## config.mk

```make
export PLATFORM = sky130hd
export DESIGN_NAME = alu_iter
export DESIGN_NICKNAME = d
export VERILOG_FILES = /design/src/rtl/alu_pkg.sv /design/src/rtl/alu_muldiv_iter.sv /design/src/rtl/alu_iter.sv
export SDC_FILE = /design/constraint.sdc
export NUM_CORES = 1
export LEC_CHECK = 0
export BUFFER_PORTS_ARGS = -buffer_cell sky130_fd_sc_hd__buf_2
export CAP_MARGIN = 20
export CORE_UTILIZATION = 42
export DETAILED_ROUTE_END_ITERATION = 7
export REMOVE_ABC_BUFFERS = 1
export SETUP_SLACK_MARGIN = 0.02
export SYNTH_ARGS = -nofsm -noshare
export SYNTH_HDL_FRONTEND = slang
export SYNTH_HIERARCHICAL = 1
export SYNTH_SLANG_ARGS = --single-unit
```

## constraint.sdc

```tcl
create_clock -name clk -period 7.07 [get_ports clk]
set_input_delay 1.414 -clock clk [delete_from_list [all_inputs] [get_ports clk]]
set_output_delay 1.414 -clock clk [all_outputs]
set_load 0.005 [all_outputs]
```

## src/rtl/alu_pkg.sv

```systemverilog
// Shared definitions for the iterative execute-stage ALU: op codes, FSM states, op-class helpers.
package alu_pkg;

  localparam int unsigned OP_W = 4;

  localparam logic [OP_W-1:0] ALU_ADD   = 4'd0;
  localparam logic [OP_W-1:0] ALU_SUB   = 4'd1;
  localparam logic [OP_W-1:0] ALU_AND   = 4'd2;
  localparam logic [OP_W-1:0] ALU_OR    = 4'd3;
  localparam logic [OP_W-1:0] ALU_XOR   = 4'd4;
  localparam logic [OP_W-1:0] ALU_SLL   = 4'd5;
  localparam logic [OP_W-1:0] ALU_SRL   = 4'd6;
  localparam logic [OP_W-1:0] ALU_SRA   = 4'd7;
  localparam logic [OP_W-1:0] ALU_SLT   = 4'd8;
  localparam logic [OP_W-1:0] ALU_SLTU  = 4'd9;
  localparam logic [OP_W-1:0] ALU_MUL   = 4'd10;
  localparam logic [OP_W-1:0] ALU_MULHU = 4'd11;
  localparam logic [OP_W-1:0] ALU_DIV   = 4'd12;
  localparam logic [OP_W-1:0] ALU_DIVU  = 4'd13;
  localparam logic [OP_W-1:0] ALU_REM   = 4'd14;
  localparam logic [OP_W-1:0] ALU_REMU  = 4'd15;

  typedef enum logic [1:0] {
    S_IDLE = 2'd0,
    S_BUSY = 2'd1,
    S_DONE = 2'd2
  } state_t;

  // Multi-cycle ops: MUL, MULHU and the four divide/remainder ops
  function automatic logic is_md(input logic [OP_W-1:0] op);
    return op >= ALU_MUL;
  endfunction

  function automatic logic is_div(input logic [OP_W-1:0] op);
    return op >= ALU_DIV;
  endfunction

  function automatic logic is_sdiv(input logic [OP_W-1:0] op);
    return (op == ALU_DIV) || (op == ALU_REM);
  endfunction

endpackage

```

## src/rtl/alu_muldiv_iter.sv

```systemverilog
// Bit-serial multiplier (shift-add) and restoring divider sharing one operand/accumulator set.
// done_c/result_c reflect the final step combinationally so the caller can register them directly.
module alu_muldiv_iter
  import alu_pkg::*;
#(
  parameter int unsigned XLEN = 32
) (
  input  logic            clk,
  input  logic            rst,
  input  logic            flush,
  input  logic            start,
  input  logic [OP_W-1:0] op,
  input  logic [XLEN-1:0] a,
  input  logic [XLEN-1:0] b,
  output logic            done_c,
  output logic [XLEN-1:0] result_c
);

  localparam int unsigned CW = $clog2(XLEN);

  logic            active_q;
  logic [CW-1:0]   count_q;
  logic [OP_W-1:0] op_q;
  logic [XLEN-1:0] hi_q;
  logic [XLEN-1:0] lo_q;
  logic [XLEN-1:0] opnd_q;
  logic            neg_quo_q;
  logic            neg_rem_q;

  logic            is_mul_c;
  logic [XLEN:0]   sum_c;
  logic [XLEN:0]   rsh_c;
  logic [XLEN-1:0] diff_c;
  logic            ge_c;
  logic [XLEN-1:0] hi_d;
  logic [XLEN-1:0] lo_d;

  assign is_mul_c = (op_q == ALU_MUL) || (op_q == ALU_MULHU);

  // One iteration: hi/lo act as {acc, multiplier} for mul, {remainder, quotient} for div
  always_comb begin
    sum_c  = {1'b0, hi_q} + (lo_q[0] ? {1'b0, opnd_q} : (XLEN+1)'(0));
    rsh_c  = {hi_q, lo_q[XLEN-1]};
    diff_c = rsh_c[XLEN-1:0] - opnd_q;
    ge_c   = (rsh_c >= {1'b0, opnd_q});
    if (is_mul_c) begin
      hi_d = sum_c[XLEN:1];
      lo_d = {sum_c[0], lo_q[XLEN-1:1]};
    end else begin
      hi_d = ge_c ? diff_c : rsh_c[XLEN-1:0];
      lo_d = {lo_q[XLEN-2:0], ge_c};
    end
  end

  assign done_c = active_q && (count_q == CW'(XLEN-1));

  // Result selection with sign fix-up applied to the last step's values
  always_comb begin
    result_c = '0;
    case (op_q)
      ALU_MUL:   result_c = lo_d;
      ALU_MULHU: result_c = hi_d;
      ALU_DIV:   result_c = neg_quo_q ? (~lo_d + XLEN'(1)) : lo_d;
      ALU_DIVU:  result_c = lo_d;
      ALU_REM:   result_c = neg_rem_q ? (~hi_d + XLEN'(1)) : hi_d;
      ALU_REMU:  result_c = hi_d;
      default:   result_c = '0;
    endcase
  end

  always_ff @(posedge clk or posedge rst) begin
    if (rst) begin
      active_q  <= 1'b0;
      count_q   <= '0;
      op_q      <= ALU_MUL;
      hi_q      <= '0;
      lo_q      <= '0;
      opnd_q    <= '0;
      neg_quo_q <= 1'b0;
      neg_rem_q <= 1'b0;
    end else if (flush) begin
      active_q <= 1'b0;
      count_q  <= '0;
    end else if (start) begin
      active_q <= 1'b1;
      count_q  <= '0;
      op_q     <= op;
      hi_q     <= '0;
      if (is_sdiv(op)) begin
        lo_q      <= a[XLEN-1] ? (~a + XLEN'(1)) : a;
        opnd_q    <= b[XLEN-1] ? (~b + XLEN'(1)) : b;
        neg_quo_q <= a[XLEN-1] ^ b[XLEN-1];
        neg_rem_q <= a[XLEN-1];
      end else begin
        lo_q      <= a;
        opnd_q    <= b;
        neg_quo_q <= 1'b0;
        neg_rem_q <= 1'b0;
      end
    end else if (active_q) begin
      hi_q <= hi_d;
      lo_q <= lo_d;
      if (done_c) begin
        active_q <= 1'b0;
        count_q  <= '0;
      end else begin
        count_q <= count_q + CW'(1);
      end
    end
  end

endmodule

```

## src/rtl/alu_iter.sv

```systemverilog
// Handshaked execute-stage ALU: single-cycle RV32I ops, iterative RV32M mul/div.
// Holds the accept/busy/done FSM, the single-cycle datapath and divide corner-case resolution.
module alu_iter
  import alu_pkg::*;
#(
  parameter int unsigned XLEN  = 32,
  parameter bit          MD_EN = 1'b1
) (
  input  logic            clk,
  input  logic            rst,
  input  logic            flush,
  input  logic            in_valid,
  output logic            in_ready,
  input  logic [OP_W-1:0] op,
  input  logic [XLEN-1:0] op_a,
  input  logic [XLEN-1:0] op_b,
  output logic            out_valid,
  input  logic            out_ready,
  output logic [XLEN-1:0] result,
  output logic            busy
);

  localparam int unsigned SHW = $clog2(XLEN);
  localparam logic [XLEN-1:0] MIN_NEG = {1'b1, {(XLEN-1){1'b0}}};

  state_t          state_q;
  state_t          state_d;
  logic [XLEN-1:0] result_d;
  logic            out_valid_d;
  logic [XLEN-1:0] simple_c;
  logic [SHW-1:0]  shamt_c;
  logic            md_start_c;
  logic            md_done_c;
  logic [XLEN-1:0] md_result_c;

  assign shamt_c = op_b[SHW-1:0];

  // Single-cycle datapath; mul/div codes fall to zero (used directly when MD_EN=0)
  always_comb begin
    simple_c = '0;
    case (op)
      ALU_ADD:  simple_c = op_a + op_b;
      ALU_SUB:  simple_c = op_a - op_b;
      ALU_AND:  simple_c = op_a & op_b;
      ALU_OR:   simple_c = op_a | op_b;
      ALU_XOR:  simple_c = op_a ^ op_b;
      ALU_SLL:  simple_c = op_a << shamt_c;
      ALU_SRL:  simple_c = op_a >> shamt_c;
      ALU_SRA:  simple_c = $unsigned($signed(op_a) >>> shamt_c);
      ALU_SLT:  simple_c = XLEN'($signed(op_a) < $signed(op_b));
      ALU_SLTU: simple_c = XLEN'(op_a < op_b);
      default:  simple_c = '0;
    endcase
  end

  generate
    if (MD_EN) begin : g_md
      alu_muldiv_iter #(.XLEN(XLEN)) u_muldiv (
        .clk      (clk),
        .rst      (rst),
        .flush    (flush),
        .start    (md_start_c),
        .op       (op),
        .a        (op_a),
        .b        (op_b),
        .done_c   (md_done_c),
        .result_c (md_result_c)
      );
    end else begin : g_no_md
      assign md_done_c   = 1'b0;
      assign md_result_c = '0;
    end
  endgenerate

  // Next-state and output logic; flush overrides everything, including a same-cycle accept
  always_comb begin
    state_d     = state_q;
    result_d    = result;
    out_valid_d = out_valid;
    md_start_c  = 1'b0;
    if (flush) begin
      state_d     = S_IDLE;
      out_valid_d = 1'b0;
    end else begin
      case (state_q)
        S_IDLE: begin
          if (in_valid) begin
            if (MD_EN && is_md(op)) begin
              if (is_div(op) && (op_b == '0)) begin
                result_d    = ((op == ALU_DIV) || (op == ALU_DIVU)) ? '1 : op_a;
                state_d     = S_DONE;
                out_valid_d = 1'b1;
              end else if (is_sdiv(op) && (op_a == MIN_NEG) && (op_b == '1)) begin
                result_d    = (op == ALU_DIV) ? op_a : '0;
                state_d     = S_DONE;
                out_valid_d = 1'b1;
              end else begin
                md_start_c = 1'b1;
                state_d    = S_BUSY;
              end
            end else begin
              result_d    = simple_c;
              state_d     = S_DONE;
              out_valid_d = 1'b1;
            end
          end
        end
        S_BUSY: begin
          if (md_done_c) begin
            result_d    = md_result_c;
            state_d     = S_DONE;
            out_valid_d = 1'b1;
          end
        end
        S_DONE: begin
          if (out_ready) begin
            state_d     = S_IDLE;
            out_valid_d = 1'b0;
          end
        end
        default: begin
          state_d     = S_IDLE;
          out_valid_d = 1'b0;
        end
      endcase
    end
  end

  always_ff @(posedge clk or posedge rst) begin
    if (rst) begin
      state_q   <= S_IDLE;
      result    <= '0;
      out_valid <= 1'b0;
      in_ready  <= 1'b1;
      busy      <= 1'b0;
    end else begin
      state_q   <= state_d;
      result    <= result_d;
      out_valid <= out_valid_d;
      in_ready  <= (state_d == S_IDLE);
      busy      <= (state_d != S_IDLE);
    end
  end

endmodule

```

==> flow_summary_export.csv, run 1 <==
group,metric,value,unit
timing,setup_violations,0,
timing,finalCriticalPeriod,6.083,ns
die,die_x,239.1,um
synthesis,syn_area,0.02361,mm2
clock_tree,clkTransAtPathRegs,0.08,ns
cells_and_area,layout.cells.most_common,"sky130_fd_sc_hd__nand2_1",
clock_tree,cts_max_level,4,
synthesis,synth_enable_flop_cells,0,
cells_and_area,layout.filler_cells,5787,
cells_and_area,finalCoreUtilization,45.71,%
synthesis,synthSimpleGateAreaFrac,22.13,%
cells_and_area,finish.cell_count_without_fillers,4042,
die,start_util,42.69,%
cells_and_area,syn_to_final_growth,7.074,%
cells_and_area,drive_gt1_share,10.26,%
critical_path,worst-path-max-fanout,15,
synthesis,ys_dominant_reg_cell,"sky130_fd_sc_hd__dfrtp_1",
global_routing,number_of_global_route_vias_before_repair,25910,
synthesis,synth_cell_types,110,
die,die_area,0.05717,mm2
drt,antenna_violating_nets_post_route,0,
critical_path,critPathKind,"reg2reg",
clock_tree,cts_repair_resize_count,0,
pwr,design_power_total,8.693,mW
critical_path,startpoint_class,"flip-flop",
drt,drtPass1Iterations,6,
drt,drt_first_iter_violations,3355,
pwr,cellPowerDensity,343.8,mW/mm2
clock_tree,cts.repair_timing.setup_buffer_count,0,
synthesis,synth_instances,3314,
global_routing,global_route.overflow_total,0,
clock_tree,cts.root.buffer_cell,"sky130_fd_sc_hd__clkbuf_16",
global_routing,grt_usage,40.74,%
cells_and_area,layout_common_cells,"sky130_fd_sc_hd__nand2_1 (398), sky130_fd_sc_hd__a21oi_1 (319), sky130_fd_sc_hd__o21ai_0 (306)",
place,detailed_place_hpwl,91020,um
critical_path,critPathCaptureType,"flip-flop",
drt,routed_via_density,6.808,
critical_path,required_time_reported_for_the_critical_path_endpoint,7.40,ns
clock_tree,numCtsBuffers,17,
clock_tree,cts_num_sinks,145,
timing,fmaxAchievable,164.4,MHz
timing,totalNegativeSetupSlack,0,ns
timing,rsz0062_at_grt,"no",
synthesis,register_area_share_after_synthesis,15.38,%
die,floorplan.core_area,0.05531,mm2
pwr,power.ir.vdd_worst,0.2059,mV
hold_path,worst_hold_path_type,"reg2reg",
critical_path,arrival_time_reported_for_the_critical_path_endpoint,6.41,ns
synthesis,synthesis.yosys.warnings,6,
timing,worst_clock_skew,0.01697,ns
synthesis,synth_fa_ha_area_share,9.348,%
synthesis,yosys.area_share.xor_xnor,5.193,%
drt,post_drt_wl_per_cell,29.20,um
cells_and_area,design.final.nets,3527,
clock_tree,tritoncts_clock_tree,"built",
clock_tree,holdBufCountCts,0,
global_routing,antenna_found_initial,4,
drt,remaining_drc_errors,0,
place,place.gp.congestion,1.030,
synthesis,syn_area_per_cell,7.125,um2
drt,wirelength,118000,um
timing,max_slew_margin,22.88,%
global_routing,global_route_wire_length_before_repair,172600,um
global_routing,grt_max_degree,76,
synthesis,yosys-mux-area-fraction,7.223,%
synthesis,ys_ff_latch,145,
timing,period_share,86.04,%
timing,hold_violations,0,
run_status,status,"completed",
synthesis,ys_async_sr_fraction,100.0,%
die,std_cell_rows,86,
synthesis,synth-compound-area-share,33.79,%
place,place_inst,4009,
run,maxCapViolCount,0,
pwr,p_leak,10.48,nW
die,io-pin-count,108,
timing,slew_violations,0,
clock_tree,cts_buffer_depth,2,
synthesis,synth_top_family_by_area,"compound AO/OA/AOI/OAI gates",
timing,pin_slew_with_the_least_headroom_to_its_limit,1.156,ns
place,port-buffer-count,107,
die,die_height,239.1,um
drt,vias,27520,
clock_tree,worst_skew_pair.late_latency,0.46,ns
==> final cells by class <==
| cell class | instances | area [um2] | area share (%) |
|---|---|---|---|
| clock inverter | 15 | 136.4 | 0.5394 |
| sequential | 145 | 3632 | 14.37 |
| tap | 748 | 935.9 | 3.702 |
| multi-input combinational | 2767 | 18410 | 72.81 |
| inverter | 167 | 629.4 | 2.489 |
| clock buffer | 17 | 425.4 | 1.683 |
| antenna | 1 | 2.502 | 0.009898 |
| timing repair buffer | 182 | 1114 | 4.405 |
==> per-stage QoR <==
step	setup slack, ns	cell area, um2	hold WS, ns
floorplan	1.045	22600	0.4632
global placement	1.291	24720	0.4611
detailed placement	1.164	24720	0.4681
CTS	1.145	25280	0.4854
global route	0.6384	25280	0.5060
finish	0.9873	25280	0.4826
==> logic make-up after synthesis <==
group                      Yosys count
DFF                                145
buffers and inverters              402
xor gates and xnor gates           140
muxes                              129
adders and majority gates          174
AOI/OAI and AO/OA                 1217
and+or+nand+nor                   1107
==> cells in the mapped netlist, drive strengths merged, types with 19 or more instances <==
| master | count | share of area, % |
|---|---|---|
| a21o | 35 | 1.1 |
| and3 | 20 | 0.53 |
| o31ai | 31 | 1.1 |
| xnor2 | 87 | 3.2 |
| mux2i | 86 | 3.6 |
| o21ai | 332 | 7.1 |
| buf | 70 | 1.6 |
| nand4 | 46 | 1.3 |
| nor2 | 297 | 4.7 |
| o22ai | 20 | 0.56 |
| xor2 | 53 | 2.0 |
| mux4 | 32 | 3.1 |
| nand3 | 56 | 1.2 |
| or3 | 19 | 0.50 |
| nand2 | 399 | 6.3 |
| a211o | 21 | 0.78 |
| o211ai | 38 | 1.2 |
| nand2b | 30 | 0.79 |
| a22oi | 29 | 0.92 |
| a211oi | 53 | 1.8 |
| a21oi | 323 | 6.9 |
| nor3 | 82 | 1.9 |
| dfrtp | 142 | 15 |
| clkbuf | 165 | 2.6 |
| o221ai | 50 | 1.9 |
| a31oi | 37 | 0.98 |
| nor4 | 44 | 1.3 |
| a221o | 19 | 0.82 |
| and2 | 51 | 1.4 |
| inv | 166 | 2.6 |
| a221oi | 43 | 1.6 |
| o21bai | 27 | 0.86 |
| ha | 170 | 9.0 |
==> state kept, by name (all words and copies together) (netlist names), 2 cells and up <==
name and flops:
g_md.u_muldiv/opnd_q 32, state_q 2, g_md.u_muldiv/op_q 4, g_md.u_muldiv/count_q 5, g_md.u_muldiv/hi_q 32, result 32, g_md.u_muldiv/lo_q 32
==> where the power goes <==
| part | internal [mW] | switching (mW) | leakage [nW] | total [mW] |
|---|---|---|---|---|
| clock | 0.467 | 0.451 | 0.278 | 0.918 |
| combinational | 2.17 | 4.14 | 8.37 | 6.31 |
| sequential | 1.11 | 0.352 | 1.83 | 1.46 |
==> worst max-delay path, stage by stage, from the launching register on <==
cell and delay, ns:
sky130_fd_sc_hd__dfrtp_1 0.44, sky130_fd_sc_hd__ha_1 0.54, sky130_fd_sc_hd__nand4_1 0.40, sky130_fd_sc_hd__nor4_1 0.34
sky130_fd_sc_hd__and3_1 0.26, sky130_fd_sc_hd__a221oi_1 0.10, sky130_fd_sc_hd__nand2_1 0.52, sky130_fd_sc_hd__nor3_2 0.26
sky130_fd_sc_hd__a221oi_1 0.87, sky130_fd_sc_hd__and4_4 0.46, sky130_fd_sc_hd__nand4_2 0.21, sky130_fd_sc_hd__o31ai_2 0.29
sky130_fd_sc_hd__xnor2_1 0.16, sky130_fd_sc_hd__o221ai_1 0.25, sky130_fd_sc_hd__a2111oi_0 0.41, sky130_fd_sc_hd__o21ai_0 0.15
sky130_fd_sc_hd__a31oi_1 0.21, sky130_fd_sc_hd__nor3_1 0.09
==> per-layer routing <==
metal	part of all wire (%)	GRT usage [%]
met4	7.0	25.02
met3	7.3	4.469
met5	0.0093	0
met1	39	50.11
met2	47	68.11
==> path summary, 6_finish.rpt <==
path                                              from                       to  slack [ns]  depth (start not counted)
min in group asynchronous                          rst               result[10]        1.16                          2
worst max register to register  g_md.u_muldiv/hi_q[24]               result[18]        0.99                         17
worst min-delay path                         result[8]                result[8]        0.48                          2
max in group asynchronous                          rst  g_md.u_muldiv/neg_quo_q        4.64                          3
worst min register to register               result[8]                result[8]        0.48                          2
worst max-delay path            g_md.u_muldiv/hi_q[24]               result[18]        0.99                         17
Note: power is estimated with default switching activity, not from simulation.
==> inputs of run 2 (changes only) <==
SYNTH_HIERARCHICAL = unset   (was 1)
clock period = 7.73 ns   (was 7.07 ns; I/O delays follow)
==> run 2 against run 1 <==
Effect of this change:
- critical endpoint is now result[30]
- largest power group unchanged
- global-route usage down 3.7 points
- largest cell class unchanged
- synthesized cell count fell by 1.6%
- cell count is 3.4% lower
==> flow_summary_export.csv, run 2 <==
group,metric,value,unit
pwr,p_leak,10.31,nW
place,detailed_place_hpwl,82580,um
drt,drtPass1Iterations,6,
synthesis,syn_area,0.02311,mm2
synthesis,ys_dominant_reg_cell,"sky130_fd_sc_hd__dfrtp_1",
cells_and_area,finalCoreUtilization,45.39,%
drt,post_drt_wl_per_cell,27.17,um
critical_path,path_common_cell,"sky130_fd_sc_hd__nand2_1",
die,floorplan.core_area,0.05413,mm2
timing,finalCriticalPeriod,6.004,ns
critical_path,timing.critical_path.from,"op[2]",
synthesis,ys_async_sr_fraction,100.0,%
critical_path,path_buf_inv,1,
synthesis,synth_top_cells_by_area,"sky130_fd_sc_hd__dfrtp_1 (15%), sky130_fd_sc_hd__ha_1 (9.1%), sky130_fd_sc_hd__o21ai_0 (8.5%)",
global_routing,antenna_found_initial,3,
die,die_area,0.05598,mm2
place,port-buffer-count,107,
global_routing,global_route_wire_length_before_repair,157800,um
critical_path,r2r_start,"g_md.u_muldiv.hi_q[20]",
critical_path,critPathKind,"in2reg",
synthesis,synth_enable_flop_cells,0,
die,die_height,236.6,um
cells_and_area,design.final.nets,3442,
die,io-pin-count,108,
clock_tree,cts_num_sinks,145,
critical_path,arrival_time_reported_for_the_critical_path_endpoint,6.39,ns
drt,routed_via_density,6.719,
critical_path,required_time_reported_for_the_critical_path_endpoint,8.11,ns
critical_path,cpMaxStageDelayCell,"sky130_fd_sc_hd__nor3_1",
timing,slew_violations,0,
place,place.gp.congestion,1.100,
critical_path,timing.critical_path.max_delay_family,"simple AND/OR/NAND/NOR gates",
die,die_x,236.6,um
cells_and_area,diodes,0,
clock_tree,tritoncts_clock_tree,"built",
timing,totalNegativeSetupSlack,0,ns
clock_tree,cts.repair_timing.setup_buffer_count,0,
global_routing,grt_max_degree,93,
timing,hold_slack,0.4820,ns
die,start_util,42.70,%
drt,drt_first_iter_violations,3059,
critical_path,worst-path-max-fanout,19,
drt,vias,26240,
synthesis,synth_area_leader_cell,"sky130_fd_sc_hd__dfrtp_1",
timing,max_slew_margin,23.37,%
synthesis,synth_instances,3262,
critical_path,critPathCaptureType,"flip-flop",
pwr,power.ir.vdd_worst,0.1968,mV
synthesis,register_area_share_after_synthesis,15.71,%
global_routing,grt_usage,37.00,%
cells_and_area,register_area,0.003632,mm2
global_routing,number_of_global_route_vias_before_repair,24540,
synthesis,synth.most_common_cell,"sky130_fd_sc_hd__o21ai_0",
timing,worst_clock_skew,0.01180,ns
cells_and_area,layout_common_cells,"sky130_fd_sc_hd__o21ai_0 (389), sky130_fd_sc_hd__nand2_1 (350), sky130_fd_sc_hd__nor2_1 (291)",
timing,fmaxAchievable,166.6,MHz
critical_path,cell_by_cell_listing_of_the_critical_path,"buf_2, nand2_1, nor2_1, nand2_1, nor3_1, nand4_1, o211a_1, nand2b_4, o21ai_2, and2_1, nand2b_1, a2111oi_0, a221o_1",
synthesis,syn_area_per_cell,7.086,um2
hold_path,worst_hold_startpoint,"result[2]",
clock_tree,worst_skew_pair.late_latency,0.45,ns
timing,rsz0062_at_grt,"no",
synthesis,synth.top_cells.by_count,"sky130_fd_sc_hd__o21ai_0 (391), sky130_fd_sc_hd__nand2_1 (350), sky130_fd_sc_hd__nor2_1 (291)",
pwr,cellPowerDensity,319.4,mW/mm2
run_status,status,"completed",
drt,antenna_violating_nets_post_route,0,
die,std_cell_rows,85,
synthesis,synth_cell_types,109,
global_routing,global_route.overflow_total,0,
clock_tree,cts_max_level,4,
clock_tree,clkTransAtPathRegs,0.06,ns
critical_path,highest_cell_delay_on_the_worst_timing_path,0.87,ns
drt,remaining_drc_errors,0,
clock_tree,cts.root.buffer_cell,"sky130_fd_sc_hd__clkbuf_16",
cells_and_area,area_of_the_multi_input_gates,0.01797,mm2
timing,pin_slew_with_the_least_headroom_to_its_limit,1.145,ns
hold_path,worst_hold_path_type,"reg2reg",
run,maxCapViolCount,0,
timing,period_share,77.67,%
timing,setup_violations,0,
critical_path,startpoint_class,"primary input",
timing,hold_violations,0,
clock_tree,cts_repair_resize_count,0,
synthesis,synthesis.yosys.warnings,0,
cells_and_area,syn_to_final_growth,6.295,%
clock_tree,numCtsBuffers,17,
synthesis,netlist.area_leader.share,15.37,%
cells_and_area,drive_gt1_share,9.439,%
cells_and_area,layout.cells.most_common,"sky130_fd_sc_hd__o21ai_0",
cells_and_area,layout.filler_cells,5621,
clock_tree,holdBufCountCts,0,
drt,wirelength,106100,um
clock_tree,cts_buffer_depth,2,
synthesis,ys_ff_latch,145,
==> run 2: metal layers <==
metal | vias to the layer above | share of wire (%) | GRT usage [%]
met5 | - | 0.022 | 0
met4 | 4 | 6.0 | 20.90
met3 | 301 | 7.7 | 3.917
met2 | 1424 | 46 | 60.22
li1 | 11920 | - | -
met1 | 12590 | 40 | 47.72
==> run 2: layout make-up <==
type                            instances  area share [%]
Multi-Input combinational cell       2724           73.12
Inverter                              150           2.312
Sequential cell                       145           14.78
Timing Repair Buffer                  159           3.779
Clock buffer                           20           1.818
Clock inverter                         12          0.6416
Tap cell                              696           3.544
==> run 2: where the power goes <==
group	leakage (nW)	total, mW	switching, mW	internal (mW)
clock network	0.287	0.869	0.351	0.517
registers	1.82	1.31	0.283	1.03
logic	8.20	5.67	3.66	2.01
total	10.3	7.85	4.29	3.56
==> run 2: worst paths after layout <==
check	end	slack, ns	depth (start not counted)
max	result[30]	1.73	13
min	result[2]	0.48	2
max reg2reg	result[28]	1.87	19
min reg2reg	result[2]	0.48	2
max in group asynchronous	g_md.u_muldiv.hi_q[20]	5.09	3
min in group asynchronous	g_md.u_muldiv.hi_q[4]	1.24	2
==> run 2: worst reg2reg max path: stages (launching register included) <==
cell                        delay [ns]
sky130_fd_sc_hd__dfrtp_1          0.43
sky130_fd_sc_hd__ha_1             0.53
sky130_fd_sc_hd__nand2_1          0.20
sky130_fd_sc_hd__nor3_1           0.63
sky130_fd_sc_hd__o2111ai_2        0.45
sky130_fd_sc_hd__a21o_4           0.46
sky130_fd_sc_hd__a31oi_1          0.62
sky130_fd_sc_hd__inv_1            0.30
sky130_fd_sc_hd__ha_1             0.31
sky130_fd_sc_hd__nand4_1          0.23
sky130_fd_sc_hd__a211oi_1         0.15
sky130_fd_sc_hd__and3_1           0.27
sky130_fd_sc_hd__nand3_1          0.16
sky130_fd_sc_hd__o21ai_0          0.12
sky130_fd_sc_hd__xnor2_1          0.16
sky130_fd_sc_hd__o22ai_1          0.09
sky130_fd_sc_hd__o21ai_0          0.23
sky130_fd_sc_hd__nand2_1          0.12
sky130_fd_sc_hd__a21oi_1          0.17
sky130_fd_sc_hd__a31oi_1          0.10
==> run 2: cells by family (layout without fill, tap and decap cells) <==
| logic type | after synthesis | after routing | synth area share (%) |
|---|---|---|---|
| buffers and inverters | 393 | 341 | 6.815 |
| multiplexers | 115 | 115 | 5.998 |
| AND/OR/NAND/NOR | 1044 | 1044 | 21.44 |
| adder cells (fa/ha/maj) | 172 | 172 | 9.440 |
| XOR/XNOR | 141 | 141 | 5.343 |
| AO/OA/AOI/OAI | 1252 | 1252 | 35.25 |
| flip-flops | 145 | 145 | 15.71 |
==> run 2: stage by stage <==
step	instance area [um2]	cells	power, mW	setup slack [ns]
6_report	24570	3906	7.849	1.726
2_1_floorplan	22100	3019	5.143	0.06578
5_1_grt	24570	3906	8.421	1.657
3_3_place_gp	23970	3874	6.757	1.607
3_5_place_dp	23970	3874	6.822	1.546
4_1_cts	24570	3906	7.725	2.020
